===== src/rtl/seg7_pkg.sv =====
// Shared constants for the seven-segment scan driver: default geometry,
// the hex font and the all-segments-off pattern.
package seg7_pkg;

  localparam int DEFAULT_DIGITS       = 8;
  localparam int DEFAULT_REFRESH_DIV  = 100000;
  localparam int DEFAULT_GUARD_CYCLES = 16;

  // Active-low cathode pattern with every segment dark.
  localparam logic [6:0] SEG_BLANK = 7'h7F;

  // Hex font, segments {g,f,e,d,c,b,a}, active-high (1 = segment lit).
  localparam logic [6:0] HEX_FONT [16] = '{
    7'h3F, 7'h06, 7'h5B, 7'h4F, 7'h66, 7'h6D, 7'h7D, 7'h07,
    7'h7F, 7'h6F, 7'h77, 7'h7C, 7'h39, 7'h5E, 7'h79, 7'h71
  };

endpackage


===== src/rtl/hex_to_seg7.sv =====
// Combinational nibble to active-low seven-segment cathode pattern.
module hex_to_seg7
  import seg7_pkg::*;
(
  input  logic [3:0] nibble,
  output logic [6:0] seg_n
);

  // Font lookup, inverted for common-anode cathodes.
  assign seg_n = ~HEX_FONT[nibble];

endmodule


===== src/rtl/seg7_scan_driver.sv =====
// Time-multiplexed hex display driver for an 8-digit common-anode
// seven-segment display. A loaded value waits in a pending register and is
// committed to the displayed shadow copy only at a frame boundary, so a frame
// never mixes old and new digits. Each digit slot opens with a guard window
// with all anodes off to suppress ghosting.
// Optional build macro: SEG7_LEADING_ZERO_BLANK_EN (blank leading zero digits).
module seg7_scan_driver
  import seg7_pkg::*;
#(
  parameter int DIGITS       = DEFAULT_DIGITS,
  parameter int REFRESH_DIV  = DEFAULT_REFRESH_DIV,
  parameter int GUARD_CYCLES = DEFAULT_GUARD_CYCLES
) (
  input  logic                  clk_i,
  input  logic                  rst_i,
  input  logic [4*DIGITS-1:0]   value_i,
  input  logic                  load_i,
  input  logic [DIGITS-1:0]     en_i,
  input  logic [DIGITS-1:0]     dp_i,
  output logic [DIGITS-1:0]     an_o,
  output logic [6:0]            seg_o,
  output logic                  dp_o
);

  localparam int CNT_W = (REFRESH_DIV > 1) ? $clog2(REFRESH_DIV) : 1;
  localparam int IDX_W = (DIGITS > 1) ? $clog2(DIGITS) : 1;

  localparam logic [CNT_W-1:0] CNT_LAST  = CNT_W'(REFRESH_DIV - 1);
  localparam logic [CNT_W-1:0] GUARD_END = CNT_W'(GUARD_CYCLES);
  localparam logic [IDX_W-1:0] IDX_LAST  = IDX_W'(DIGITS - 1);

  logic [CNT_W-1:0]    div_cnt;
  logic [IDX_W-1:0]    idx;
  logic                slot_end;
  logic                commit;

  logic [4*DIGITS-1:0] pending;
  logic                pend_flag;
  logic [4*DIGITS-1:0] shadow;

  logic [3:0]          nibble;
  logic [6:0]          font_seg;
  logic [DIGITS-1:0]   onehot;
  logic                in_guard;
  logic                blank;

  logic [DIGITS-1:0]   an_next;
  logic [6:0]          seg_next;
  logic                dp_next;

  assign slot_end = (div_cnt == CNT_LAST);
  assign commit   = slot_end && (idx == IDX_LAST);
  assign in_guard = (div_cnt < GUARD_END);

  // Slot timer and digit index; the index wrap is the frame boundary.
  // NOTE: sequential state uses non-blocking assignments so every register
  // samples pre-edge values, independent of block ordering.
  always_ff @(posedge clk_i or negedge rst_i) begin
    if (!rst_i) begin
      div_cnt <= '0;
      idx     <= '0;
    end else if (slot_end) begin
      div_cnt <= '0;
      idx     <= (idx == IDX_LAST) ? '0 : idx + 1'b1;
    end else begin
      div_cnt <= div_cnt + 1'b1;
    end
  end

  // Pending capture and frame-boundary commit into the displayed shadow copy.
  // NOTE: pending and shadow are ordinary registers (not a RAM), so they take
  // the reset; a reset mid-frame must discard a queued load.
  always_ff @(posedge clk_i or negedge rst_i) begin
    if (!rst_i) begin
      pending   <= '0;
      pend_flag <= 1'b0;
      shadow    <= '0;
    end else begin
      if (load_i) begin
        pending <= value_i;
      end
      if (commit) begin
        if (load_i) begin
          shadow <= value_i;
        end else if (pend_flag) begin
          shadow <= pending;
        end
        pend_flag <= 1'b0;
      end else if (load_i) begin
        pend_flag <= 1'b1;
      end
    end
  end

  assign nibble = shadow[{idx, 2'b00} +: 4];
  assign onehot = DIGITS'(1) << idx;

  hex_to_seg7 u_font (
    .nibble (nibble),
    .seg_n  (font_seg)
  );

`ifdef SEG7_LEADING_ZERO_BLANK_EN
  logic [IDX_W-1:0] msd;

  // Position of the most significant nonzero nibble; digit 0 if all zero.
  always_comb begin
    msd = '0;
    for (int d = 1; d < DIGITS; d++) begin
      if (shadow[4*d +: 4] != 4'h0) begin
        msd = IDX_W'(d);
      end
    end
  end

  assign blank = (idx > msd);
`else
  assign blank = 1'b0;
`endif

  // Next output pattern: cathodes lead the anode so the guard window
  // already carries the new digit's segments.
  // NOTE: every output gets a default first so no path infers a latch.
  always_comb begin
    an_next  = '1;
    seg_next = font_seg;
    dp_next  = ~dp_i[idx];
    if (blank) begin
      seg_next = SEG_BLANK;
      dp_next  = 1'b1;
    end else if (!in_guard) begin
      an_next = ~(onehot & en_i);
    end
  end

  // Registered display outputs, all dark in reset.
  always_ff @(posedge clk_i or negedge rst_i) begin
    if (!rst_i) begin
      an_o  <= '1;
      seg_o <= SEG_BLANK;
      dp_o  <= 1'b1;
    end else begin
      an_o  <= an_next;
      seg_o <= seg_next;
      dp_o  <= dp_next;
    end
  end

endmodule

===== config.mk =====
export PLATFORM = sky130hd
export DESIGN_NAME = seg7_scan_driver
export DESIGN_NICKNAME = d
export VERILOG_FILES = /design/src/rtl/seg7_pkg.sv /design/src/rtl/hex_to_seg7.sv /design/src/rtl/seg7_scan_driver.sv
export SDC_FILE = /design/constraint.sdc
export NUM_CORES = 1
export LEC_CHECK = 0
export CORE_MARGIN = 8
export CORE_UTILIZATION = 56
export CTS_BUF_LIST = sky130_fd_sc_hd__clkbuf_8
export CTS_CLUSTER_DIAMETER = 120
export DETAILED_ROUTE_END_ITERATION = 12
export GPL_TIMING_DRIVEN = 0
export PLACE_DENSITY_LB_ADDON = 0.3
export SYNTH_ARGS = -nofsm -noshare
export SYNTH_HDL_FRONTEND = slang
export SYNTH_SLANG_ARGS = --single-unit

===== constraint.sdc =====
create_clock -name clk_i -period 3.2 [get_ports clk_i]
set_input_delay 0.32 -clock clk_i [delete_from_list [all_inputs] [get_ports clk_i]]
set_output_delay 0.32 -clock clk_i [all_outputs]
set_load 0.1 [all_outputs]

After elaboration in Yosys (flattened, before gate mapping) --
Memories as Yosys holds them, arrays and structs flattened. Cells that the tools add are included.
Storage, ports and cells: register bits after elaboration 101, ROM bits 112, input bits 51, output and inout port bits 16, memories kept 1
Memories:
- (name not given) | depth 16, bits a word 7, rd ports 1, clocked after memory_dff 0, write ports 0, line hex_to_seg7.sv:10 | assign seg_n = ~HEX_FONT[nibble];
Cells by class: add/subtract/negate cells 2, magnitude comparators 3, equality and inequality tests 2, shifts and indexed selects 2, multiplexer cells 11, bitwise operators 5, reductions and logical operators 4
Operators with widths (count):
- 32-bit 2-to-1 mux | 2
- 32-bit by 6-bit variable part select with 4-bit output | 1
- 17-bit by 1-bit adder with 17-bit output, second input constant | 1
- 17-bit == test, second input constant | 1
- 17-bit by 5-bit less-than comparator with 1-bit output, second input constant | 1
- 17-bit 2-to-1 mux | 1
- 7-bit 2-to-1 mux | 2
- 8-bit bitwise AND | 1
- 8-bit 2-to-1 mux | 1
- 8-bit inverter | 1
- 1-bit by 3-bit left shift with 8-bit output, first input constant | 1
- 7-bit inverter | 1
- 5-bit >= comparator, second input constant | 1
- 4-bit inverter with 5-bit output | 1
- 3-bit by 4-bit less-than comparator with 1-bit output, second input constant | 1
- 2-bit nonzero test | 2
- 3-bit by 1-bit adder with 3-bit output, second input constant | 1
- 1-bit binary-select mux with 3-bit select | 1
- 3-bit == test, second input constant | 1
- 1-bit 2-to-1 mux | 3
- 3-bit 2-to-1 mux | 1
- 2-bit AND reduction | 1
- 1-bit logical AND | 1
- 1-bit inverter | 1

Longest topological paths before layout --
depth after elaboration 6, depth in mapped cells 8

Cells and area by module --
A second synthesis with hierarchy kept.
Second synthesis, totals: cells, all modules 319, area, all modules 4603.2 µm²
Modules (own cells, without submodules):
- seg7_scan_driver | times used 1, cells each 286, area an instance 4357.9 µm², sequential area each 2547.4 µm²
- hex_to_seg7 | times used 1, cells each 33, area an instance 245.2 µm², sequential area each 0.0 µm²

Worst setup path before layout --
OpenSTA, ideal clock, no wires.
path kind register to register, from register idx[1], to register seg_o[4], setup time 0.077 ns, data arrival time 2.138 ns, data required time 3.123 ns, setup slack 0.985 ns, cell stages (with the launch flop) 9, path through dfrtp_1 -> buf_2 -> mux4_2 -> mux2i_1 -> inv_1 -> ha_1 -> inv_1 -> mux2i_1 -> a21o_1
Between the ends: longest elaborated chain between the ends 6
Ends and longest elaborated chain:
- start, declared | line seg7_scan_driver.sv:33 | logic [IDX_W-1:0] idx;
- start signal, assigned | line seg7_scan_driver.sv:64 | idx <= (idx == IDX_LAST) ? '0 : idx + 1'b1;
- 32-bit by 6-bit variable part select with 4-bit output | line seg7_scan_driver.sv:95 | assign nibble = shadow[{idx, 2'b00} +: 4];
- 4-bit inverter with 5-bit output (implied by the code) | line hex_to_seg7.sv:10
- memory read 16 x 7 bit
- 7-bit 2-to-1 mux (implied by the code) (2 in series) | line hex_to_seg7.sv:10
- 7-bit inverter | line hex_to_seg7.sv:10
- named net font_seg[4] | line seg7_scan_driver.sv:42 | logic [6:0] font_seg;
- end signal, assigned | line seg7_scan_driver.sv:144 | seg_o <= seg_next;
- end, declared | line seg7_scan_driver.sv:21 | output logic [6:0] seg_o,
The timed path passes the listed nets, and every way through them passes these cells. The select of a mux whose other input is x is not followed. A chain may end at the register's enable or synchronous reset.

Final worst setup path --
Ends and elaborated chain as after synthesis.

==> summary.md <==
| Metric | Value |
|---|---|
| Status | complete, no violations |
| Antenna-violating nets left | 0 |
| Highest-count cells in the layout ignoring fill and taps | 85 x dfrtp_1, 64 x clkdlybuf4s50_1, 33 x mux2_2 |
| Crit. End Element | register |
| Min cycle time layout | 2.72 ns |
| CP Max Fanout | 8 |
| Worst Setup EP | seg_o[4]$_DFF_PN1_ |
| Area of the multi-input gates | 0.00197 mm² |
| Placed cell area | 0.00546 mm² |
| PortBufs | between 60 and 70 |
| Die footprint | 0.0115 mm² |
| Layout Skew | 0.0126 ns |
| RR Startpoint | idx[1]$_DFFE_PN0N_ |
| Startpoint Class | register |
| HP Class | in -> async |
| R2R setup slack | 0.48 ns |
| H-tree levels | 3 |
| Met3 Use GR | 0.0438 |
| Vias | 2,779 |
| R2R Path End | seg_o[4]$_DFF_PN1_ |
| Std-Cell Rows | 33 |
| Vias in the first global route | around 3,000 |
| Register area share after synthesis | 0.547 |
| DIE HEIGHT | 107 µm |
| Fillers | 551 |
| Drt wl/cell | 18.5 µm |
| Hold Vio Cnt, Final | 0 |
| Global-route wire length before repair | 15,500 µm |
| Final period utilization | 0.849 |
| Critical Path AT | a little over 3 ns |
| CP max stage cell | mux2i_1 |
| Relative slew slack | 0.344 |
| Setup ws final | 0.483 ns |
| Syn nets | 378 |
| Post-CTS resize count | 0 |
| Mapped cell area | 0.00465 mm² |
| Total gr overflow | 0 |
| Maxcap violations | 0 |
| Diode count | 0 |
| Post-synth EDFFs | 0 |
| Final Util | 0.697 |
| GRT Max-Usage Layer | met2 |
| Initial Utilization | 0.572 |
| Total Routing Usage GR | 0.172 |
| Inserted Clock Buffers | 9 |
| P_leak | 2.53 nW |
| Crit path cell chain | buf_2, mux4_2, mux2i_1, inv_1, ha_1, inv_1, mux2i_1, a21o_1 |
| Met1 GRT Util | 0.220 |
| Seq. cell area | 0.00255 mm² |
| Distinct cells, synth | 44 |
| CTS Root Cell | clkbuf_8 |
| Place WS | 0.610 ns |
| Initial DRC Count | ~110 |
| CTS tree | built |
| Clk slew on worst S/H paths | 0.10 ns |
| Initial antenna violation count | 0 |
| Largest net degree at the start of global routing | 74 |
| DRC | 0 |
| IO Count | 67 |
| Final GP Congestion | 0.837 |
| Avg Vias per Cell | between 5 and 6 |
| Area of the core | 0.00813 mm² |
| Nets@finish | 456 |
| Most used DFF post-synth | dfrtp_1 |
| Fin. max-slew vios | 0 |
| Post-Synthesis Cells | around 310 |
| Commonest non-fill, non-tap cell in the layout | dfrtp_1 |
| DR pass1 iterations | 4 |
| Slowest stage delay, CP | a little under 0.6 ns |
| Setup bufs post-CTS | 0 |
| # clock sinks | 101 |
| Worst vdd ir | around 0.21 mV |
| Design area | around 0.0057 mm² |
| Reg2Reg Depth | 8 |
| Non-filler cells in the finished layout | 502 |
| Yosys warning total | 0 |
| Final WL | 9300 µm |
| WS Path Type | reg -> reg |
| Clock buffer depth | 2 |
| Req. time, crit path | 3.50 ns |
| HPWL after DPL | 6790 µm |
| Layout area overhead | 21.8% |
| Ys async rst share | 1.00 |
| Syn Area/Cell | 14.8 µm² |
| Endpoints failing setup | 0 |
| Max frequency | ~370 MHz |
| Die width | 107 µm |
| RSZ-0062 raised after global routing | no |
| Worst Setup SP | idx[1]$_DFFE_PN0N_ |
| CTS Hold Buffers Added | 1 |
| Post-synthesis register bit count | 101 |
| Grt met2 use | 0.278 |
| Slew @ Worst Pin | 0.981 ns |
| Share of cells above drive strength 1 | 0.317 |
| Latest clock arrival within the worst-skew pair | 0.37 ns |
| Placed Cells | 485 |
| Pwr/cell area | about 410 mW/mm² |
sequential cells by signal (all words and copies together) (netlist names):
signal / cells
an_o: 8
idx: 3
shadow: 32
seg_o: 7
pending: 32
div_cnt: 17
dp_o: 1
pend_flag: 1
power breakdown:
group	switching, W	leakage [nW]	internal [W]
Clock	0.000444	0.0976	0.000366
Sequential	0.0000117	1.26	0.00132
Combinational	0.0000765	1.17	0.0000990
Total	0.000532	2.53	0.00178
logic make-up after synthesis:
| group | Yosys count | synth area share |
|---|---|---|
| flip-flops | 101 | 0.547 |
| adder cells (fa/ha/maj) | 13 | 0.0349 |
| multiplexers | 87 | 0.258 |
| AND/OR/NAND/NOR | 62 | 0.0825 |
| AO/OA/AOI/OAI | 13 | 0.0215 |
| buffers and inverters | 24 | 0.0290 |
| XOR/XNOR | 14 | 0.0263 |
how the worst min path moves through the flow:
| stage | startpoint | endpoint | slack [ns] | cells after the start |
|---|---|---|---|---|
| finish | rst_i | pending[26]$_DFFE_PN0P_ | 0.41 | 2 |
| global route | rst_i | pending[26]$_DFFE_PN0P_ | 0.44 | 2 |
| CTS | rst_i | pending[26]$_DFFE_PN0P_ | 0.43 | 2 |
| detailed placement | rst_i | pending[26]$_DFFE_PN0P_ | 0.28 | 1 |
| global placement | shadow[31]$_DFFE_PN0P_ | shadow[31]$_DFFE_PN0P_ | 0.47 | 1 |
| floorplan | rst_i | div_cnt[0]$_DFF_PN0_ | 0.02 | 0 |
worst max-delay path: cells and delay by family, from the launching register on:
kind	cells	cell delay, ns
mux	3	1.20
buf+inv	3	0.53
flops	1	0.41
fa+ha+maj	1	0.29
compound gates	1	0.22
area by class of cell:
type,count,share of cell area
flip-flops and latches,101,0.449
multi-input cells,189,0.348
well taps,105,0.0232
clock buffers,9,0.0218
repair buffers,67,0.121
clock inverters,7,0.0132
plain buffers,13,0.0165
inverters,11,0.00728
through the flow:
step,total power (W),hold slack [ns],TNS (ns)
2_1_floorplan,0.00142,0.0244,0
3_3_place_gp,0.00152,0.467,-164.22
3_5_place_dp,0.00153,0.277,0
4_1_cts,0.00234,0.425,0
5_1_grt,0.00241,0.443,0
6_report,0.00232,0.415,0
Yosys cell counts, types with 8 or more instances:
library cell  count  area, µm²
dfrtp_1          85       2130
dfstp_2          16        420
mux2_2           33        372
inv_1            11       41.3
mux2i_1          11        110
nand3_1          11       55.1
ha_1             13        163
mux4_2           10        225
nand4_1           8       50.1
mux2_4           30        450
nand2_1           8       30.0
nor2_1           12       45.0
metal layers:
metal  up-vias  share of wire
met5         -              0
met4         0          0.013
met3         9          0.046
met2        68           0.50
met1      1422           0.45
li1       1280              -
(Power assumes the default switching activity.)
